[config.mk]
export PLATFORM = sky130hd
export DESIGN_NAME = issue_sched_flat
export DESIGN_NICKNAME = d
export VERILOG_FILES = /design/src/rtl/issue_sched_if.sv /design/src/rtl/issue_sched.sv /design/src/flat_wrapper.sv
export SDC_FILE = /design/constraint.sdc
export NUM_CORES = 2
export LEC_CHECK = 0
export CAP_MARGIN = 10
export CORE_MARGIN = 8
export CORE_UTILIZATION = 40
export DETAILED_ROUTE_END_ITERATION = 6
export HOLD_SLACK_MARGIN = 0.15
export SETUP_SLACK_MARGIN = 0.3
export SYNTH_ARGS = -nofsm -noshare
export SYNTH_HDL_FRONTEND = slang
export SYNTH_SLANG_ARGS = --single-unit
export TNS_END_PERCENT = 50
[constraint.sdc]
create_clock -name clk -period 6.9 [get_ports clk]
set_clock_uncertainty 0.2 [all_clocks]
set_input_delay 1.38 -clock clk [delete_from_list [all_inputs] [get_ports clk]]
set_output_delay 1.38 -clock clk [all_outputs]
set_load 0.01 [all_outputs]
[src/rtl/issue_sched_if.sv]
// Decode, issue and writeback bundle for issue_sched.
// The scheduler connects through the slave modport, the decode/execute side through master.
interface issue_sched_if;
    logic [1:0]   in_vld;
    logic [137:0] in_data;
    logic         in_rdy;
    logic [5:0]   unit_rdy;
    logic [5:0]   iss_vld;
    logic [413:0] iss_data;
    logic [1:0]   wb_vld;
    logic [11:0]  wb_reg;
    logic         flush;
    logic [63:0]  board;
    logic         busy;

    modport master (
        output in_vld, in_data, unit_rdy, wb_vld, wb_reg, flush,
        input  in_rdy, iss_vld, iss_data, board, busy
    );

    modport slave (
        input  in_vld, in_data, unit_rdy, wb_vld, wb_reg, flush,
        output in_rdy, iss_vld, iss_data, board, busy
    );
endinterface

[src/rtl/issue_sched.sv]
// Issue scheduler: an age-ordered wait window with a register scoreboard.
// Entries issue out of order when they are free of hazards. Each issued entry
// goes to the lowest-numbered ready unit its mod field allows.
module issue_sched #(
    parameter int unsigned DEPTH = 3
) (
    input logic          clk,
    input logic          rstn,
    issue_sched_if.slave bus
);
    localparam int unsigned PW = 69;
    localparam int unsigned NU = 6;
    localparam int unsigned CW = $clog2(DEPTH + 1);
    localparam int unsigned KW = CW + 1;
    localparam int unsigned IW = $clog2(DEPTH);

    typedef logic [PW-1:0] pkt_t;

    // Registers 0 and 32 are hardwired: they never pend and never create ordering hazards.
    function automatic logic reg_zero(input logic [5:0] r);
        return r[4:0] == 5'd0;
    endfunction

    function automatic logic pending(input logic [63:0] b, input logic [5:0] r);
        return b[r] && !reg_zero(r);
    endfunction

    // True when older packet o must hold back younger packet y.
    function automatic logic hazard(input pkt_t o, input pkt_t y);
        logic raw;
        logic war;
        logic mem;
        raw = !reg_zero(o[36:31]) && (o[36:31] == y[48:43] || o[36:31] == y[42:37]);
        war = !reg_zero(y[36:31]) &&
              (o[48:43] == y[36:31] || o[42:37] == y[36:31] || o[36:31] == y[36:31]);
        mem = (|o[1:0]) && (|y[1:0]);
        return raw || war || mem;
    endfunction

    logic [DEPTH-1:0] vld_q, vld_d;
    pkt_t             pkt_q [DEPTH];
    pkt_t             pkt_d [DEPTH];
    logic [CW-1:0]    count_q, count_d;
    logic [63:0]      board_q, board_d;
    logic [NU-1:0]    iss_vld_q, iss_vld_d;
    pkt_t             iss_pkt_q [NU];
    pkt_t             iss_pkt_d [NU];
    logic [DEPTH-1:0] elig;
    logic [DEPTH-1:0] issue;
    logic             in_rdy;

    // The window takes a pair only when two slots are free before this cycle's issue.
    assign in_rdy = (DEPTH - 32'(count_q)) >= 32'd2;

    // Eligibility: scoreboard clear and no hazard against any older entry valid this cycle.
    always_comb begin
        elig = '0;
        for (int i = 0; i < int'(DEPTH); i++) begin
            elig[i] = vld_q[i] &&
                      !pending(board_q, pkt_q[i][48:43]) &&
                      !pending(board_q, pkt_q[i][42:37]) &&
                      !pending(board_q, pkt_q[i][36:31]);
            for (int j = 0; j < i; j++) begin
                if (vld_q[j] && hazard(pkt_q[j], pkt_q[i])) begin
                    elig[i] = 1'b0;
                end
            end
        end
    end

    // Unit allocation, oldest first; each entry takes the lowest free unit it may use.
    always_comb begin
        logic [NU-1:0] avail;
        logic          found;
        avail     = '0;
        found     = 1'b0;
        issue     = '0;
        iss_vld_d = '0;
        for (int k = 0; k < int'(NU); k++) begin
            iss_pkt_d[k] = iss_pkt_q[k];
        end
        for (int i = 0; i < int'(DEPTH); i++) begin
            avail = pkt_q[i][NU-1:0] & bus.unit_rdy & ~iss_vld_d;
            found = 1'b0;
            if (elig[i] && !bus.flush) begin
                for (int k = 0; k < int'(NU); k++) begin
                    if (!found && avail[k]) begin
                        found        = 1'b1;
                        issue[i]     = 1'b1;
                        iss_vld_d[k] = 1'b1;
                        iss_pkt_d[k] = pkt_q[i];
                    end
                end
            end
        end
    end

    // Scoreboard: writebacks clear first so that a same-edge issue set wins.
    always_comb begin
        board_d = board_q;
        for (int p = 0; p < 2; p++) begin
            if (bus.wb_vld[p]) begin
                board_d[bus.wb_reg[6*p +: 6]] = 1'b0;
            end
        end
        for (int i = 0; i < int'(DEPTH); i++) begin
            if (issue[i] && !reg_zero(pkt_q[i][36:31])) begin
                board_d[pkt_q[i][36:31]] = 1'b1;
            end
        end
    end

    // Window update: compact survivors toward index 0, then append accepted slots.
    always_comb begin
        logic [KW-1:0] k;
        pkt_t          slot;
        k     = '0;
        slot  = '0;
        vld_d = '0;
        for (int t = 0; t < int'(DEPTH); t++) begin
            pkt_d[t] = '0;
        end
        if (!bus.flush) begin
            for (int i = 0; i < int'(DEPTH); i++) begin
                if (vld_q[i] && !issue[i]) begin
                    if (k < KW'(DEPTH)) begin
                        vld_d[k[IW-1:0]] = 1'b1;
                        pkt_d[k[IW-1:0]] = pkt_q[i];
                    end
                    k = k + KW'(1);
                end
            end
            if (in_rdy) begin
                for (int s = 0; s < 2; s++) begin
                    slot = bus.in_data[PW*s +: PW];
                    // A slot with an empty unit mask carries nothing to execute.
                    if (bus.in_vld[s] && (|slot[5:0])) begin
                        if (k < KW'(DEPTH)) begin
                            vld_d[k[IW-1:0]] = 1'b1;
                            pkt_d[k[IW-1:0]] = slot;
                        end
                        k = k + KW'(1);
                    end
                end
            end
        end
        count_d = k[CW-1:0];
    end

    // State registers with asynchronous clear.
    always_ff @(posedge clk or negedge rstn) begin
        if (!rstn) begin
            vld_q     <= '0;
            count_q   <= '0;
            board_q   <= '0;
            iss_vld_q <= '0;
            for (int i = 0; i < int'(DEPTH); i++) begin
                pkt_q[i] <= '0;
            end
            for (int k = 0; k < int'(NU); k++) begin
                iss_pkt_q[k] <= '0;
            end
        end else begin
            vld_q     <= vld_d;
            count_q   <= count_d;
            board_q   <= board_d;
            iss_vld_q <= iss_vld_d;
            for (int i = 0; i < int'(DEPTH); i++) begin
                pkt_q[i] <= pkt_d[i];
            end
            for (int k = 0; k < int'(NU); k++) begin
                iss_pkt_q[k] <= iss_pkt_d[k];
            end
        end
    end

    // Pack the per-unit issue registers onto the output bus.
    always_comb begin
        bus.iss_data = '0;
        for (int k = 0; k < int'(NU); k++) begin
            bus.iss_data[PW*k +: PW] = iss_pkt_q[k];
        end
    end

    assign bus.in_rdy  = in_rdy;
    assign bus.iss_vld = iss_vld_q;
    assign bus.board   = board_q;
    assign bus.busy    = count_q != '0;
endmodule

[src/flat_wrapper.sv]
// flat-port wrapper written by rule: the top's interface ports become plain ports
module issue_sched_flat 
#(
    parameter int unsigned DEPTH = 3
)
  (clk, rstn, bus_in_vld, bus_in_data, bus_unit_rdy, bus_wb_vld, bus_wb_reg, bus_flush, bus_in_rdy, bus_iss_vld, bus_iss_data, bus_board, bus_busy);
  issue_sched_if bus_i ();
  input logic clk;
  input logic rstn;
  input wire logic [$bits(bus_i.in_vld)-1:0] bus_in_vld;
  input wire logic [$bits(bus_i.in_data)-1:0] bus_in_data;
  input wire logic [$bits(bus_i.unit_rdy)-1:0] bus_unit_rdy;
  input wire logic [$bits(bus_i.wb_vld)-1:0] bus_wb_vld;
  input wire logic [$bits(bus_i.wb_reg)-1:0] bus_wb_reg;
  input wire logic [$bits(bus_i.flush)-1:0] bus_flush;
  output wire logic [$bits(bus_i.in_rdy)-1:0] bus_in_rdy;
  output wire logic [$bits(bus_i.iss_vld)-1:0] bus_iss_vld;
  output wire logic [$bits(bus_i.iss_data)-1:0] bus_iss_data;
  output wire logic [$bits(bus_i.board)-1:0] bus_board;
  output wire logic [$bits(bus_i.busy)-1:0] bus_busy;
  assign bus_i.in_vld = bus_in_vld;
  assign bus_i.in_data = bus_in_data;
  assign bus_i.unit_rdy = bus_unit_rdy;
  assign bus_i.wb_vld = bus_wb_vld;
  assign bus_i.wb_reg = bus_wb_reg;
  assign bus_i.flush = bus_flush;
  assign bus_in_rdy = bus_i.in_rdy;
  assign bus_iss_vld = bus_i.iss_vld;
  assign bus_iss_data = bus_i.iss_data;
  assign bus_board = bus_i.board;
  assign bus_busy = bus_i.busy;
  issue_sched #(.DEPTH(DEPTH)) u_core (.clk(clk), .rstn(rstn), .bus(bus_i));
endmodule
== Yosys cells after proc, flatten, opt, wreduce, memory -nomap -nowiden ==
Cells that the tools add are included.
W data, S select, Z words.
Storage, ports and cells
  register bits: 696
  bits of input ports: 163
  output and inout bits: 486
Cells by class
  reduce and logical (&&, ||, !) cells: 136
  $lt $le $gt $ge: 37
  muxes and demuxes: 189
  bitwise logic cells: 22
  add/sub/neg operators: 5
  equality and inequality tests: 15
Operators by type and width (number)
  $mux W207: 14
  $mux W69: 24
  $mux W414: 3
  $bwmux W207: 4
  $demux W69 S2: 4
  $mux W64: 5
  $or A64 B64 Y64: 3
  $and A64 B64 Y64: 2
  $not A64 Y64: 2
  $eq A6 B6 Y1: 15
  $mux W1: 89
  $lt A6 B7 Y1 const B: 11
  $logic_and A1 B1 Y1: 69
  $mux W3: 22
  $bmux W1 S6: 9
  $logic_not A5 Y1: 9
  $logic_not A1 Y1: 37
  $ge A32 B2 Y1 const B: 1
  $and A6 B6 Y6: 5
  $demux W1 S6: 5
  $ge A6 B1 Y1 const B: 5
  $mux W6: 3
  $logic_or A1 B1 Y1: 15
  $ge A3 B3 Y1 const B: 4
  other kinds (16): 44

== Logic depth before layout (Yosys ltp) ==
  depth in word-level cells: 96
  gate-level depth with buffers: 33
  gate-level depth less buffers: 23

== Worst setup path before layout ==
Ideal clock, no wire load.
  path kind: input-to-reg
  start: in bus_unit_rdy[0]
  end: reg u_core.pkt_q[196] (netlist name)
  stages on the path: 25
  data arrival time: 6.736 ns
  data required time: 6.574 ns
  path slack: -0.162 ns
  setup time: 0.126 ns
  buffers on the path: 4
  cells stage by stage: a222oi_1 -> and3_1 -> nor2_1 -> nor4_1 -> nand2b_1 -> or4b_1 -> nor2_1 -> a2111o_1 -> and3b_1 -> buf_4 -> a41oi_2 -> inv_2 -> clkbuf_1 -> fa_1 -> ha_1 -> inv_1 -> nor2_1 -> a31o_2 -> or2_1 -> o21a_1 -> a31oi_4 -> a211oi_4 -> buf_4 -> buf_4 -> a221o_1
RTL lines
  start, declared: line flat_wrapper.sv:12  | input wire logic [$bits(bus_i.unit_rdy)-1:0] bus_unit_rdy;
  end signal, assigned by index: line issue_sched.sv:169  | pkt_q[i] <= pkt_d[i];
  end, declared: line issue_sched.sv:41  | pkt_t pkt_q [DEPTH];

==> results.cfg <==
[yosys]
syn_avg_cell_area_um2 = 9.24
synthCells = 5219
ys.flop_type = dfrtp_1
synth_area_um2 = 48200
synthDistinctLibCells = 99
synth.yosys.seq_area_share_pct = 36.1
synth_edf_count = 0
syn-num-nets = 5393
synth_seq_cells = 696
yosysWarnings = 0
synthArstFlopShare_pct = 100

[min_path]
hold_path_class = flip-flop to flip-flop

[layout]
final_cell_mix = dfrtp_1, nand2_1, clkdlybuf4s50_1
final_common_cell = dfrtp_1
layout-drive-gt1-share_pct = 17.1
nFillCells = 11100
instances_no_fill = 7379
area_growth_pct = 25.6
final_area_um2 = 60600
fin_nets = 5848
utilization_pct = 50.5

[die]
row_count = 127
die_w_um = 363
io-pin-count = 649
die_area_um2 = 132000
initial_utilization_pct = 40.2
die_h_um = 363
core-area_um2 = 120000

[routing]
drt-initial-drc-count = 6065
dr.pass1.iters = 7
vias = 48000
routed_wl_um = 241000
vias_per_cell = 6.51
drc_errors = 1
avgRoutedWirePerCell_um = 32.6
ant_nets = 0

[placement]
place.gp.congestion = 0.993
dp_hpwl_um = 163000
port_buffers = 648
dpl-instance-area_um2 = 57100
placed_cells = 7173

[timing]
rsz0062_at_grt = false
setup_tns_ns = 0
hold_violations = 0
fin_crit_ns = 6.45
maxSlewViolCount = 0
max-slew-margin-rel_pct = 15.1
max_freq_mhz = 155
setup_violations = 0
tightest_slew_ns = 1.27
final.period_utilization_pct = 93.5

[setup_path]
cp.arrival_ns = 6.83
path_buf_inv = 7
required_ns = 7.27
critPathTopFamily = compound AO/OA/AOI/OAI gates
slowest_stage = dfrtp_1
crit_fanout = 27
crit_top_cell = inv_1
worstSetupPathType = flip-flop to flip-flop
setup.worst_path.start_class = flip-flop
endpoint_kind = flip-flop
critPathMaxStageDelay_ns = 0.71

[global_route]
grt_pass1_vias = 46200
grt_antenna_before_repair = 33
overflow = 0
grt_max_degree = 151
grt_first_pass_wirelength_um = 343000
grtUsageTotal_pct = 34.7

[cts]
clock-sinks = 696
cts_made_buffers = 86
clk_latency_ns = 0.70
h-tree-depth = 3
cts_buffer_depth = 3
root_buffer = clkbuf_16
cts.clk_slew.worst_paths_ns = 0.07
cts_tree = built

[power_and_ir_drop]
peakVddDrop_mv = 0.384
p_per_area_nw_per_um2 = 451
p_leak_nw = 25.1

[flow_run]
cap_violations = 0

[status]
outcome = finished with violations
violations = DRC
-- kinds of logic after synthesis --
| group | synth area share, % |
|---|---|
| buf+inv | 6.12 |
| flops | 36.1 |
| compound gates | 19.0 |
| simple gates | 15.0 |
| mux | 21.8 |
| xor+xnor | 1.67 |
| fa+ha+maj | 0.301 |
-- through the flow --
stage	hold WS [ns]	power (mW)	setup slack (ns)
after CTS	0.269	26.8	0.309
after global placement	0.252	21.8	-0.275
after global routing	0.279	28.3	0.263
final	0.267	27.3	0.446
after detailed placement	0.256	21.9	-0.348
after floorplan	0.306	14.8	0.302
-- worst register-to-register path: stages, from the launching register on --
cell and delay (ns):
dfrtp_1 0.71, mux4_2 0.35, mux2i_1 0.10, a221oi_1 0.45, o21ai_1 0.21, a21oi_4 0.35
or3b_1 0.25, nor4_1 0.06, a2111o_1 0.45, and3b_1 0.22, a41oi_4 0.17, clkinv_2 0.10
fa_2 0.55, buf_4 0.15, inv_1 0.07, ha_1 0.29, inv_1 0.06, nor2_1 0.05
a21oi_1 0.19, inv_1 0.09, buf_4 0.13, ha_1 0.20, nor2b_1 0.13, o311ai_1 0.15
nand2_4 0.16, buf_12 0.21, o221ai_1 0.28
-- worst paths after layout --
path,startpoint,end,slack (ns),cells after the start
max in group asynchronous,rstn,u_core.pkt_q[112],4.44,2
min in group asynchronous,rstn,u_core.bus.iss_data[92],0.51,1
worst max-delay path,u_core.bus.board[42],u_core.pkt_q[101],0.45,26
worst max register to register,u_core.bus.board[42],u_core.pkt_q[101],0.45,26
worst min register to register,u_core.bus.iss_data[280],u_core.bus.iss_data[280],0.27,1
worst min-delay path,u_core.bus.iss_data[280],u_core.bus.iss_data[280],0.27,1
-- per-layer routing --
layer,global-route usage (%),vias up,part of all wire (%)
li1,-,20200,-
met1,44.3,23800,38
met2,54.0,3343,44
met3,10.0,725,11
met4,16.8,22,5.9
met5,0,-,0.063
-- timing repair --
item	in CTS	in global routing
pin swaps	0	6
hold buffers	0	0
gates resized for setup	15	44
endpoints found under the setup margin	209	209
hold endpoints to repair	0	0
setup buffers	1	23
gates cloned	0	1
-- cell type report --
class                           instances  area [um^2]  area share, %
Multi-Input combinational cell       3863        28200           46.6
Sequential cell                       696        17500           28.8
Timing Repair Buffer                  980         9650           15.9
Clock buffer                          124         2590           4.27
Tap cell                             1612         2020           3.33
Clock inverter                         30          349          0.576
Inverter                               47          183          0.302
Antenna cell                           27         67.6          0.112
-- sequential cells by signal (all words and copies together), names as in the netlist --
register and count:
u_core.bus.iss_data 414, u_core.pkt_q 207, u_core.bus.board 64, u_core.bus.iss_vld 6
u_core.vld_q 3, u_core.count_q 2
-- report_power, final --
part / internal, mW / total (mW) / switching [mW] / leakage [nW]
Sequential: 5.66 / 8.25 / 2.59 / 9.36
Combinational: 6.50 / 14.2 / 7.73 / 14.2
Clock: 2.83 / 4.81 / 1.98 / 1.45
Total: 15.0 / 27.3 / 12.3 / 25.1
-- Yosys cell counts, drive strengths merged, types with 8 or more instances --
| cell type | number | area, um^2 |
|---|---|---|
| nor2 | 339 | 1270 |
| o221ai | 129 | 1130 |
| clkinv | 8 | 30.0 |
| and3b | 10 | 87.6 |
| xor2 | 64 | 561 |
| o221a | 70 | 788 |
| o21ai | 372 | 1870 |
| o22ai | 80 | 500 |
| nor2b | 85 | 532 |
| xnor2 | 28 | 245 |
| nor3b | 13 | 103 |
| a21oi | 238 | 1190 |
| o31ai | 75 | 563 |
| nand3b | 12 | 90.1 |
| dfrtp | 696 | 17400 |
| o211ai | 74 | 556 |
| mux2i | 460 | 4600 |
| a221oi | 24 | 216 |
| buf | 216 | 1280 |
| inv | 39 | 146 |
| a32oi | 13 | 114 |
| nand2b | 14 | 87.6 |
| nor3 | 29 | 156 |
| or2 | 12 | 75.1 |
| clkbuf | 397 | 1500 |
| mux2 | 282 | 3280 |
| and3 | 88 | 551 |
| and2 | 69 | 432 |
| ha | 10 | 125 |
| a22oi | 101 | 772 |
| nand2 | 660 | 2480 |
| nand3 | 167 | 841 |
| a221o | 73 | 731 |
| a31oi | 24 | 165 |
| nand4 | 16 | 106 |
| mux4 | 117 | 2640 |
| nor4 | 24 | 165 |
Note: power is estimated with default switching activity, not from simulation.
